## src/rtl/mem_arbiter_if.sv

```systemverilog
// Bus bundle between the icache/dcache request streams, the arbiter and the single RAM port.
// The arbiter uses the slave modport; caches and RAM together form the master side.
interface mem_arbiter_if #(
    parameter int unsigned ADDR_W = 32,
    parameter int unsigned DATA_W = 32
);
    logic              iREN;
    logic [ADDR_W-1:0] iaddr;
    logic              iwait;
    logic [DATA_W-1:0] iload;
    logic              dREN;
    logic              dWEN;
    logic [ADDR_W-1:0] daddr;
    logic [DATA_W-1:0] dstore;
    logic              dwait;
    logic [DATA_W-1:0] dload;
    logic              ramREN;
    logic              ramWEN;
    logic [ADDR_W-1:0] ramaddr;
    logic [DATA_W-1:0] ramstore;
    logic [DATA_W-1:0] ramload;
    logic              ram_ready;

    modport slave (
        input  iREN, iaddr, dREN, dWEN, daddr, dstore, ramload, ram_ready,
        output iwait, iload, dwait, dload, ramREN, ramWEN, ramaddr, ramstore
    );

    modport master (
        output iREN, iaddr, dREN, dWEN, daddr, dstore, ramload, ram_ready,
        input  iwait, iload, dwait, dload, ramREN, ramWEN, ramaddr, ramstore
    );
endinterface

```

## src/rtl/mem_arbiter.sv

```systemverilog
// Shares one RAM port between icache and dcache. dcache wins contention, but after
// MAX_DSTREAK dcache completions with icache waiting, icache is forced a grant.
module mem_arbiter #(
    parameter int unsigned MAX_DSTREAK = 4,
    parameter int unsigned ADDR_W      = 32,
    parameter int unsigned DATA_W      = 32
) (
    input logic          CLK,
    input logic          nRST,
    mem_arbiter_if.slave bus
);
    localparam int unsigned StreakW = $clog2(MAX_DSTREAK + 1);
    localparam logic [StreakW-1:0] StreakMax = StreakW'(MAX_DSTREAK);

    typedef enum logic [1:0] {
        StIdle  = 2'd0,
        StIserv = 2'd1,
        StDserv = 2'd2
    } state_e;

    state_e             state_q, state_d;
    logic [StreakW-1:0] streak_q, streak_d;

    logic              dreq;
    logic              iwait_c, dwait_c, ren_c, wen_c;
    logic [ADDR_W-1:0] addr_c;
    logic [DATA_W-1:0] store_c;

    assign dreq = bus.dREN | bus.dWEN;

    always_comb begin
        state_d = state_q;
        iwait_c = 1'b1;
        dwait_c = 1'b1;
        ren_c   = 1'b0;
        wen_c   = 1'b0;
        addr_c  = '0;
        store_c = '0;
        unique case (state_q)
            StIdle: begin
                if (streak_q == StreakMax && bus.iREN) begin
                    state_d = StIserv;
                end else if (dreq) begin
                    state_d = StDserv;
                end else if (bus.iREN) begin
                    state_d = StIserv;
                end
            end
            StIserv: begin
                // A dropped request is a fetch flush: abort with strobes low
                if (!bus.iREN) begin
                    state_d = StIdle;
                end else begin
                    ren_c  = 1'b1;
                    addr_c = bus.iaddr;
                    if (bus.ram_ready) begin
                        iwait_c = 1'b0;
                        state_d = StIdle;
                    end
                end
            end
            StDserv: begin
                if (!dreq) begin
                    state_d = StIdle;
                end else begin
                    wen_c   = bus.dWEN;
                    ren_c   = bus.dREN & ~bus.dWEN;
                    addr_c  = bus.daddr;
                    store_c = bus.dstore;
                    if (bus.ram_ready) begin
                        dwait_c = 1'b0;
                        state_d = StIdle;
                    end
                end
            end
            default: state_d = StIdle;
        endcase

        streak_d = streak_q;
        if (!bus.iREN) begin
            streak_d = '0;
        end else if (state_q == StIdle && state_d == StIserv) begin
            streak_d = '0;
        end else if (!dwait_c && streak_q != StreakMax) begin
            streak_d = streak_q + 1'b1;
        end
    end

    always_ff @(posedge CLK or negedge nRST) begin
        if (!nRST) begin
            state_q  <= StIdle;
            streak_q <= '0;
        end else begin
            state_q  <= state_d;
            streak_q <= streak_d;
        end
    end

    assign bus.iwait    = iwait_c;
    assign bus.dwait    = dwait_c;
    assign bus.ramREN   = ren_c;
    assign bus.ramWEN   = wen_c;
    assign bus.ramaddr  = addr_c;
    assign bus.ramstore = store_c;
    assign bus.iload    = bus.ramload;
    assign bus.dload    = bus.ramload;
endmodule

```

## src/flat_wrapper.sv

```systemverilog
// flat-port wrapper written by rule: the top's interface ports become plain ports
module mem_arbiter_flat 
#(
    parameter int unsigned MAX_DSTREAK = 4,
    parameter int unsigned ADDR_W      = 32,
    parameter int unsigned DATA_W      = 32
)
  (CLK, nRST, bus_iREN, bus_iaddr, bus_dREN, bus_dWEN, bus_daddr, bus_dstore, bus_ramload, bus_ram_ready, bus_iwait, bus_iload, bus_dwait, bus_dload, bus_ramREN, bus_ramWEN, bus_ramaddr, bus_ramstore);
  mem_arbiter_if #(.ADDR_W(ADDR_W), .DATA_W(DATA_W)) bus_i ();
  input logic CLK;
  input logic nRST;
  input wire logic [$bits(bus_i.iREN)-1:0] bus_iREN;
  input wire logic [$bits(bus_i.iaddr)-1:0] bus_iaddr;
  input wire logic [$bits(bus_i.dREN)-1:0] bus_dREN;
  input wire logic [$bits(bus_i.dWEN)-1:0] bus_dWEN;
  input wire logic [$bits(bus_i.daddr)-1:0] bus_daddr;
  input wire logic [$bits(bus_i.dstore)-1:0] bus_dstore;
  input wire logic [$bits(bus_i.ramload)-1:0] bus_ramload;
  input wire logic [$bits(bus_i.ram_ready)-1:0] bus_ram_ready;
  output wire logic [$bits(bus_i.iwait)-1:0] bus_iwait;
  output wire logic [$bits(bus_i.iload)-1:0] bus_iload;
  output wire logic [$bits(bus_i.dwait)-1:0] bus_dwait;
  output wire logic [$bits(bus_i.dload)-1:0] bus_dload;
  output wire logic [$bits(bus_i.ramREN)-1:0] bus_ramREN;
  output wire logic [$bits(bus_i.ramWEN)-1:0] bus_ramWEN;
  output wire logic [$bits(bus_i.ramaddr)-1:0] bus_ramaddr;
  output wire logic [$bits(bus_i.ramstore)-1:0] bus_ramstore;
  assign bus_i.iREN = bus_iREN;
  assign bus_i.iaddr = bus_iaddr;
  assign bus_i.dREN = bus_dREN;
  assign bus_i.dWEN = bus_dWEN;
  assign bus_i.daddr = bus_daddr;
  assign bus_i.dstore = bus_dstore;
  assign bus_i.ramload = bus_ramload;
  assign bus_i.ram_ready = bus_ram_ready;
  assign bus_iwait = bus_i.iwait;
  assign bus_iload = bus_i.iload;
  assign bus_dwait = bus_i.dwait;
  assign bus_dload = bus_i.dload;
  assign bus_ramREN = bus_i.ramREN;
  assign bus_ramWEN = bus_i.ramWEN;
  assign bus_ramaddr = bus_i.ramaddr;
  assign bus_ramstore = bus_i.ramstore;
  mem_arbiter #(.MAX_DSTREAK(MAX_DSTREAK), .ADDR_W(ADDR_W), .DATA_W(DATA_W)) u_core (.CLK(CLK), .nRST(nRST), .bus(bus_i));
endmodule
```

## config.mk

```make
export PLATFORM = sky130hd
export DESIGN_NAME = mem_arbiter_flat
export DESIGN_NICKNAME = d
export VERILOG_FILES = /design/src/rtl/mem_arbiter_if.sv /design/src/rtl/mem_arbiter.sv /design/src/flat_wrapper.sv
export SDC_FILE = /design/constraint.sdc
export NUM_CORES = 1
export LEC_CHECK = 0
export CELL_PAD_IN_SITES_DETAIL_PLACEMENT = 1
export CELL_PAD_IN_SITES_GLOBAL_PLACEMENT = 2
export CORE_AREA = 2 2 104 106
export DETAILED_ROUTE_END_ITERATION = 7
export DIE_AREA = 0 0 106 108
export DONT_BUFFER_PORTS = 1
export MAX_ROUTING_LAYER = met4
export PLACE_DENSITY_LB_ADDON = 0.12
export SKIP_CTS_REPAIR_TIMING = 1
export SYNTH_ARGS = -nofsm -noshare
export SYNTH_HDL_FRONTEND = slang
export SYNTH_SLANG_ARGS = --single-unit
```

## constraint.sdc

```tcl
create_clock -name CLK -period 3.25 [get_ports CLK]
set_clock_uncertainty 0.2 [all_clocks]
set_input_delay 0.325 -clock CLK [delete_from_list [all_inputs] [get_ports CLK]]
set_output_delay 0.325 -clock CLK [all_outputs]
set_load 0.02 [all_outputs]
```

* After elaboration in Yosys (flattened, before gate mapping)
Cells that the tools add are included.
** Operators by class
- Add/sub/neg operators :: 1
- Eq/ne operators :: 6
- Muxes and demuxes :: 25
- Bitwise gates (word level) :: 3
- Reductions and logical operators :: 5
** Operator list (count)
- $mux W32 :: 4
- $pmux W32 S2 :: 1
- $mux W2 :: 6
- $mux W1 :: 9
- $mux W3 :: 3
- $pmux W2 S3 :: 1
- $eq A2 B1 Y1 const B :: 2
- $add A3 B1 Y3 const B :: 1
- $eq A3 B3 Y1 const B :: 1
- $logic_and A1 B1 Y1 :: 3
- $ne A3 B1 Y1 const B :: 1
- $ne A3 B3 Y1 const B :: 1
- $eq A2 B2 Y1 const B :: 1
- $logic_not A2 Y1 :: 1
- $pmux W1 S2 :: 1
- $and A1 B1 Y1 :: 1
- $logic_not A1 Y1 :: 1
- $not A1 Y1 :: 1
- $or A1 B1 Y1 :: 1
** Storage, ports and cells
- Bits in registers :: 5
- Output and inout port bits :: 132

* Logic depth before layout (Yosys ltp)
Gate-level depths: netlist of run 1.
- Depth in word-level cells :: 8
- Gate-level depth with buffers :: 7
- Depth with buffers taken out :: 5

* Worst setup path before layout of run 1
Ideal clock, no wire load.
- Path kind :: reg-to-output
- Start :: register u_core.state_q[1]
- End :: output port bus_ramaddr[0]
- Arrival time :: 1.484 ns
- Required time :: 2.725 ns
- Setup slack :: 1.241 ns
- Stages on the path, launching flop included :: 8
- Cells stage by stage :: dfrtp_1 -> inv_1 -> ha_1 -> and2_1 -> buf_2 -> buf_2 -> a22oi_1 -> nor2b_1
** Between the ends
- Cells in the longest elaborated chain, start to end :: 2
- Elaborated cells between the ends (all ways) :: 3
- Those cells by class :: 2 x eq/ne; 1 x mux
** RTL lines
- start: declaration :: line mem_arbiter.sv:21 : state_e state_q, state_d;
- start signal: assignment :: line mem_arbiter.sv:91 : state_q <= StIdle;
- start signal: assignment :: line mem_arbiter.sv:94 : state_q <= state_d;
- $eq A2 B2 Y1 / $eq A2 B1 Y1 (equally long branches) :: line mem_arbiter.sv:39 : unique case (state_q)
- $pmux W32 S2 * :: line mem_arbiter.sv:39
- end: declaration :: line flat_wrapper.sv:26 : output wire logic [$bits(bus_i.ramaddr)-1:0] bus_ramaddr;
Every way passes the cells marked *; elsewhere a longest branch is shown, timed or not.

* Worst setup path after layout of run 1
- Start :: register u_core.state_q[0]
- End :: output port bus_ramaddr[8]
Same word-level chain as after synthesis.

==> flow_metrics.py, run 1 <==
metrics = {
    "clocking": {
        "clk_pin_slew_worst_paths_ns": 0.03,
        "root_buffer": "clkbuf_8",
        "cts_inserted_buffers": 3,
        "clk_latency_ns": 0.22,
        "cts.path.max_buffers": 2,
        "clock-sinks": 5,
        "htreeDepth": 1,
        "cts_tree": "yes",
    },
    "grt": {
        "first_global_vias": 1400,
        "grt_usage": 0.0998,
        "grt_max_degree": 69,
        "overflow": 0,
        "grt_first_pass_wirelength_mm": 8.44,
        "grt_antenna_before_repair": 0,
    },
    "worst_setup_path": {
        "crit_type": "reg -> out",
        "arrival_ns": 2.09,
        "critPathCaptureType": "output port",
        "cp_data_required_time_ns": 2.72,
        "cp-start-kind": "register",
        "cp_max_fo": 68,
    },
    "timing": {
        "rsz0062_at_grt": "false",
        "hold_viol": 0,
        "setup_ws_ns": 0.635,
        "finalCriticalPeriod_ns": 2.62,
        "tns_ns": 0,
        "fmax_mhz": 382,
        "max_slew_margin": 0.663,
        "maxSlewViolCount": 0,
        "hold_ws_ns": 0.0791,
        "setup_violations": 0,
        "period_share": 0.805,
        "worst_slew_pin_slew_ns": 0.504,
    },
    "routing": {
        "dr.first_iter.drc_count": 56,
        "wl_mm": 6.27,
        "vias_per_cell": 4.40,
        "ant_nets": 0,
        "vias": 1286,
        "first_pass_iters": 4,
        "drc_errors": 0,
        "wl_per_cell_um": 21.5,
    },
    "floorplanning": {
        "initial_utilization": 0.162,
        "core_mm2": 0.0102,
        "die_w_um": 106,
        "ios": 266,
        "die_area_mm2": 0.0114,
        "rows": 37,
        "die_h_um": 108,
    },
    "power": {
        "combPwrFrac": 0.807,
        "cellPowerDensity_mw_per_mm2": 748,
        "power_frac_seq": 0.085,
        "power.switching_mw": 0.607,
        "swShare": 0.591,
        "internal_power_mw": 0.420,
        "pwr-share-clk": 0.108,
        "ir_drop_uv": 154,
        "power.leakage_nw": 0.426,
    },
    "layout": {
        "n_antenna_cell": 0,
        "drive_gt1_frac": 0.0833,
        "utilization": 0.134,
        "syn_to_final_growth_pct": -17.0,
        "fin_area_mm2": 0.00137,
        "nets": 297,
    },
    "status": {
        "status": "finished, final reports clean",
    },
    "placed_design": {
        "io_buffers": 0,
        "placed_area_mm2": 0.00132,
        "gp_congestion": 0.755,
        "place_hpwl_mm": 5.16,
        "place_ws_ns": 0.841,
    },
    "yosys": {
        "synth-seq-area-share": 0.0757,
        "ys_warn_count": 0,
        "netlist_instances": 224,
        "syn_nets": 364,
        "avgSynthCellArea_um2": 7.38,
        "synth-seq-cells": 5,
        "synth_area_leader_cell": "buf_4",
        "syn_area_mm2": 0.00165,
        "yosysTopAreaCellShare": 0.295,
        "yosys-top-cells-area": "buf_4, a22oi_1, and2_1",
        "yosys.cell_types.count": 30,
    },
    "run": {
        "max-cap-violations": 0,
    },
    "worst_hold_path": {
        "min_path_type": "in -> reg",
    },
}
[worst paths after layout]
path	end	slack, ns	depth (start not counted)	start
hold reg to reg	u_core.streak_q[2]$_DFFE_PN0P_	0.39	2	u_core.streak_q[2]$_DFFE_PN0P_
setup / recovery	bus_ramaddr[8]	0.63	6	u_core.state_q[0]$_DFF_PN0_
min in group asynchronous	u_core.state_q[0]$_DFF_PN0_	0.21	1	nRST
setup reg to reg	u_core.streak_q[2]$_DFFE_PN0P_	1.22	6	u_core.state_q[0]$_DFF_PN0_
hold / removal	u_core.streak_q[2]$_DFFE_PN0P_	0.08	2	bus_ram_ready
max in group asynchronous	u_core.streak_q[2]$_DFFE_PN0P_	2.45	1	nRST
[worst max-delay path, cell delays in order, from the launching register on]
cell and delay (ns):
dfrtp_1 0.41, inv_1 0.10, ha_1 0.28, o21a_2 0.20, buf_12 0.26, a22oi_1 0.17
nor2b_1 0.44
[registers in the layout (all words and copies together), names as in the netlist]
signal	count
u_core.state_q	2
u_core.streak_q	3
[layer usage]
layer  wire length, um  track usage  up-vias  part of all wire
met3               607       0.0259       32             0.097
met2              3630        0.205      113              0.58
met1              1800       0.0793      586              0.29
met5                 0            -        -                 0
met4               237       0.0536        0             0.038
li1                  -            -      555                 -
[cells in the final DEF, fill, tap and decap left out, types with 2 or more instances in the layout]
cell and instances:
a21oi_1 2, a22oi_1 33, and2_1 35, buf_4 4, clkbuf_8 3, dfrtp_1 5, ha_1 6, inv_1 7
nor2b_1 34, o211ai_2 2, o21ai_0 3, o21ai_1 3
[logic make-up (layout without fill, tap and decap cells)]
family | after synthesis | count (layout) | share of synthesized area
DFF | 5 | 5 | 0.0757
and+or+nand+nor | 78 | 78 | 0.295
AOI/OAI and AO/OA | 50 | 50 | 0.232
buffers and inverters | 85 | 17 | 0.352
adders and majority gates | 6 | 6 | 0.0454
[Yosys cell counts, drive strengths merged]
master	number
ha	6
buf	75
a2bb2oi	1
nand2	1
nand2b	1
nor2	1
o21ai	6
a221oi	1
nor2b	34
o211ai	2
o21a	2
o31a	1
a22oi	34
or3b	1
nand3	1
dfrtp	5
o221ai	1
a21oi	2
nor4	1
and2	35
clkbuf	3
or3	1
nor3b	1
inv	7
and3b	1
[per-stage QoR]
step           power, mW  std cells
2_1_floorplan      0.894        224
3_3_place_gp       0.914        287
3_5_place_dp       0.936        287
4_1_cts             1.05        291
5_1_grt             1.10        292
6_report            1.03        292
[final cells by class]
cell class                      instances  area, um2
Clock buffer                            4       45.0
Fill cell                            1239       8860
Inverter                                7       26.3
Multi-Input combinational cell        134        946
Sequential cell                         5        125
Tap cell                              136        170
Timing Repair Buffer                    6       60.1
[power groups by stage]
stage / Sequential, mW / Clock, mW / Combinational [mW]
floorplan: 0.0841 / 0 / 0.809
global placement: 0.0862 / 0 / 0.828
detailed placement: 0.0879 / 0 / 0.848
CTS: 0.0872 / 0.114 / 0.851
global route: 0.0895 / 0.120 / 0.889
finish: 0.0875 / 0.111 / 0.828
Power figures use the tool's default switching activity.
==> run 2: changes to the inputs <==
- CORE_AREA: 2 2 104 106 -> 2 2 105 107
- DIE_AREA: 0 0 106 108 -> 0 0 107 109
- clock period: 3.25 -> 2.5 ns (I/O delays scaled with it)
==> run 2 against run 1 <==
Net effect: the run now ends with hold timing left; via count up 6.3%; register-to-register slack worse by 0.63 ns; first-iteration DRC count up 64%; largest cell class unchanged; largest power group unchanged; highest routed layer unchanged.
==> flow_metrics.py, run 2 (synthesis gave the netlist of run 1 again) <==
metrics = {
    "status": {
        "status": "finished with violations",
        "violations": "hold timing",
    },
    "floorplanning": {
        "die_w_um": 107,
        "rows": 38,
        "die_area_mm2": 0.0117,
        "ios": 266,
        "die_h_um": 109,
        "core_mm2": 0.0106,
        "initial_utilization": 0.156,
    },
    "grt": {
        "grt_first_pass_wirelength_mm": 8.10,
        "overflow": 0,
        "first_global_vias": 1508,
        "grt_usage": 0.0888,
        "grt_max_degree": 42,
        "grt_antenna_before_repair": 1,
    },
    "layout": {
        "top_register": "u_core.streak_q",
        "fin_cells": 329,
        "syn_to_final_growth_pct": -1.51,
        "drive_gt1_frac": 0.239,
        "top_regs": "u_core.streak_q x3, u_core.state_q x2",
        "mostFrequentLayoutCell": "and2_1",
        "largest_reg_flops": 3,
        "fillers": 1285,
        "layout_common_cells": "and2_1, nor2b_1, buf_4",
        "nets": 329,
        "register_area_um2": 125,
        "multi_input_area_um2": 946,
        "utilization": 0.154,
    },
    "routing": {
        "wl_per_cell_um": 17.4,
        "vias": 1367,
        "first_pass_iters": 4,
        "vias_per_cell": 4.16,
        "wl_mm": 5.72,
        "dr.first_iter.drc_count": 92,
        "drc_errors": 0,
        "ant_nets": 0,
    },
    "timing": {
        "hold_viol": 1,
        "hold_ws_ns": -0.000785,
        "max_slew_margin": 0.657,
        "rsz0062_at_grt": "false",
        "finalCriticalPeriod_ns": 2.29,
        "tns_ns": 0,
        "maxSlewViolCount": 0,
        "fmax_mhz": 437,
        "period_share": 0.916,
        "setup_violations": 0,
        "worst_slew_pin_slew_ns": 0.513,
    },
    "power": {
        "power.leakage_nw": 0.597,
        "ir_drop_uv": 255,
        "p_total_mw": 1.44,
        "cellPowerDensity_mw_per_mm2": 887,
    },
    "placed_design": {
        "gp_congestion": 0.711,
        "place_hpwl_mm": 4.75,
        "dp.cells": 323,
        "io_buffers": 0,
    },
    "worst_setup_path": {
        "crit_family": "buffers and inverters",
        "cp_max_fo": 41,
        "worstPathCellList": "inv_1 -> ha_1 -> o21a_2 -> buf_6 -> a22oi_1 -> nor2b_1 -> buf_4",
        "critical_path.max_stage_delay_ns": 0.41,
        "path_buf_inv": 3,
        "critPathCaptureType": "output port",
        "startpoint": "u_core.state_q[0]$_DFF_PN0_",
        "rr_startpoint": "u_core.state_q[0]$_DFF_PN0_",
        "cp_slowest_cell": "dfrtp_1",
        "cp-start-kind": "register",
        "arrival_ns": 1.84,
        "cp_data_required_time_ns": 2.05,
        "crit_type": "reg -> out",
    },
    "run": {
        "max-cap-violations": 0,
    },
    "clocking": {
        "clk_latency_ns": 0.22,
        "cts_tree": "yes",
        "clk_pin_slew_worst_paths_ns": 0.03,
        "clock-sinks": 5,
        "root_buffer": "clkbuf_8",
        "htreeDepth": 1,
        "cts.path.max_buffers": 2,
        "cts_inserted_buffers": 3,
    },
    "worst_hold_path": {
        "min_path_type": "in -> reg",
        "min_from": "bus_ram_ready",
    },
}
## run 2: layer usage
metal / vias up / part of all wire / global-route usage
met1: 642 / 0.32 / 0.0792
met4: 0 / 0.010 / 0.0269
li1: 618 / - / -
met3: 11 / 0.11 / 0.0275
met5: - / 0 / -
met2: 96 / 0.56 / 0.178
## run 2: stage by stage
step / instance area [um2] / worst slack (ns)
2_1_floorplan: 1650 / 0.566
3_3_place_gp: 1560 / 0.486
3_5_place_dp: 1560 / 0.359
4_1_cts: 1610 / 0.116
5_1_grt: 1630 / 0.0563
6_report: 1630 / 0.211
## run 2: layout make-up
cell class / count / share of cell area
repair buffers: 38 / 0.189
diodes: 1 / 0.00154
flip-flops and latches: 5 / 0.0769
well taps: 140 / 0.108
clock buffers: 4 / 0.0277
inverters: 7 / 0.0161
multi-input cells: 134 / 0.581
## run 2: path summary, 6_finish.rpt
kind / slack [ns] / cells after the start / endpoint
min in group asynchronous: 0.14 / 1 / u_core.streak_q[1]$_DFFE_PN0P_
hold reg to reg: 0.39 / 2 / u_core.streak_q[0]$_DFFE_PN0P_
max in group asynchronous: 1.76 / 1 / u_core.state_q[1]$_DFF_PN0_
hold / removal: -0.0008 / 2 / u_core.streak_q[2]$_DFFE_PN0P_
setup reg to reg: 0.59 / 6 / u_core.streak_q[2]$_DFFE_PN0P_
setup / recovery: 0.21 / 7 / bus_ramaddr[16]
## run 2: worst register-to-register path, cell delays in order (launching register included)
cell	delay, ns
dfrtp_1	0.41
inv_1	0.11
ha_1	0.23
o21a_2	0.18
buf_6	0.23
o211ai_2	0.16
a221oi_2	0.29
## run 2: report_power, final
group	switching (mW)	internal, mW	total, mW
clock network	0.0364	0.109	0.146
registers	0.0197	0.0959	0.116
logic	0.723	0.459	1.18
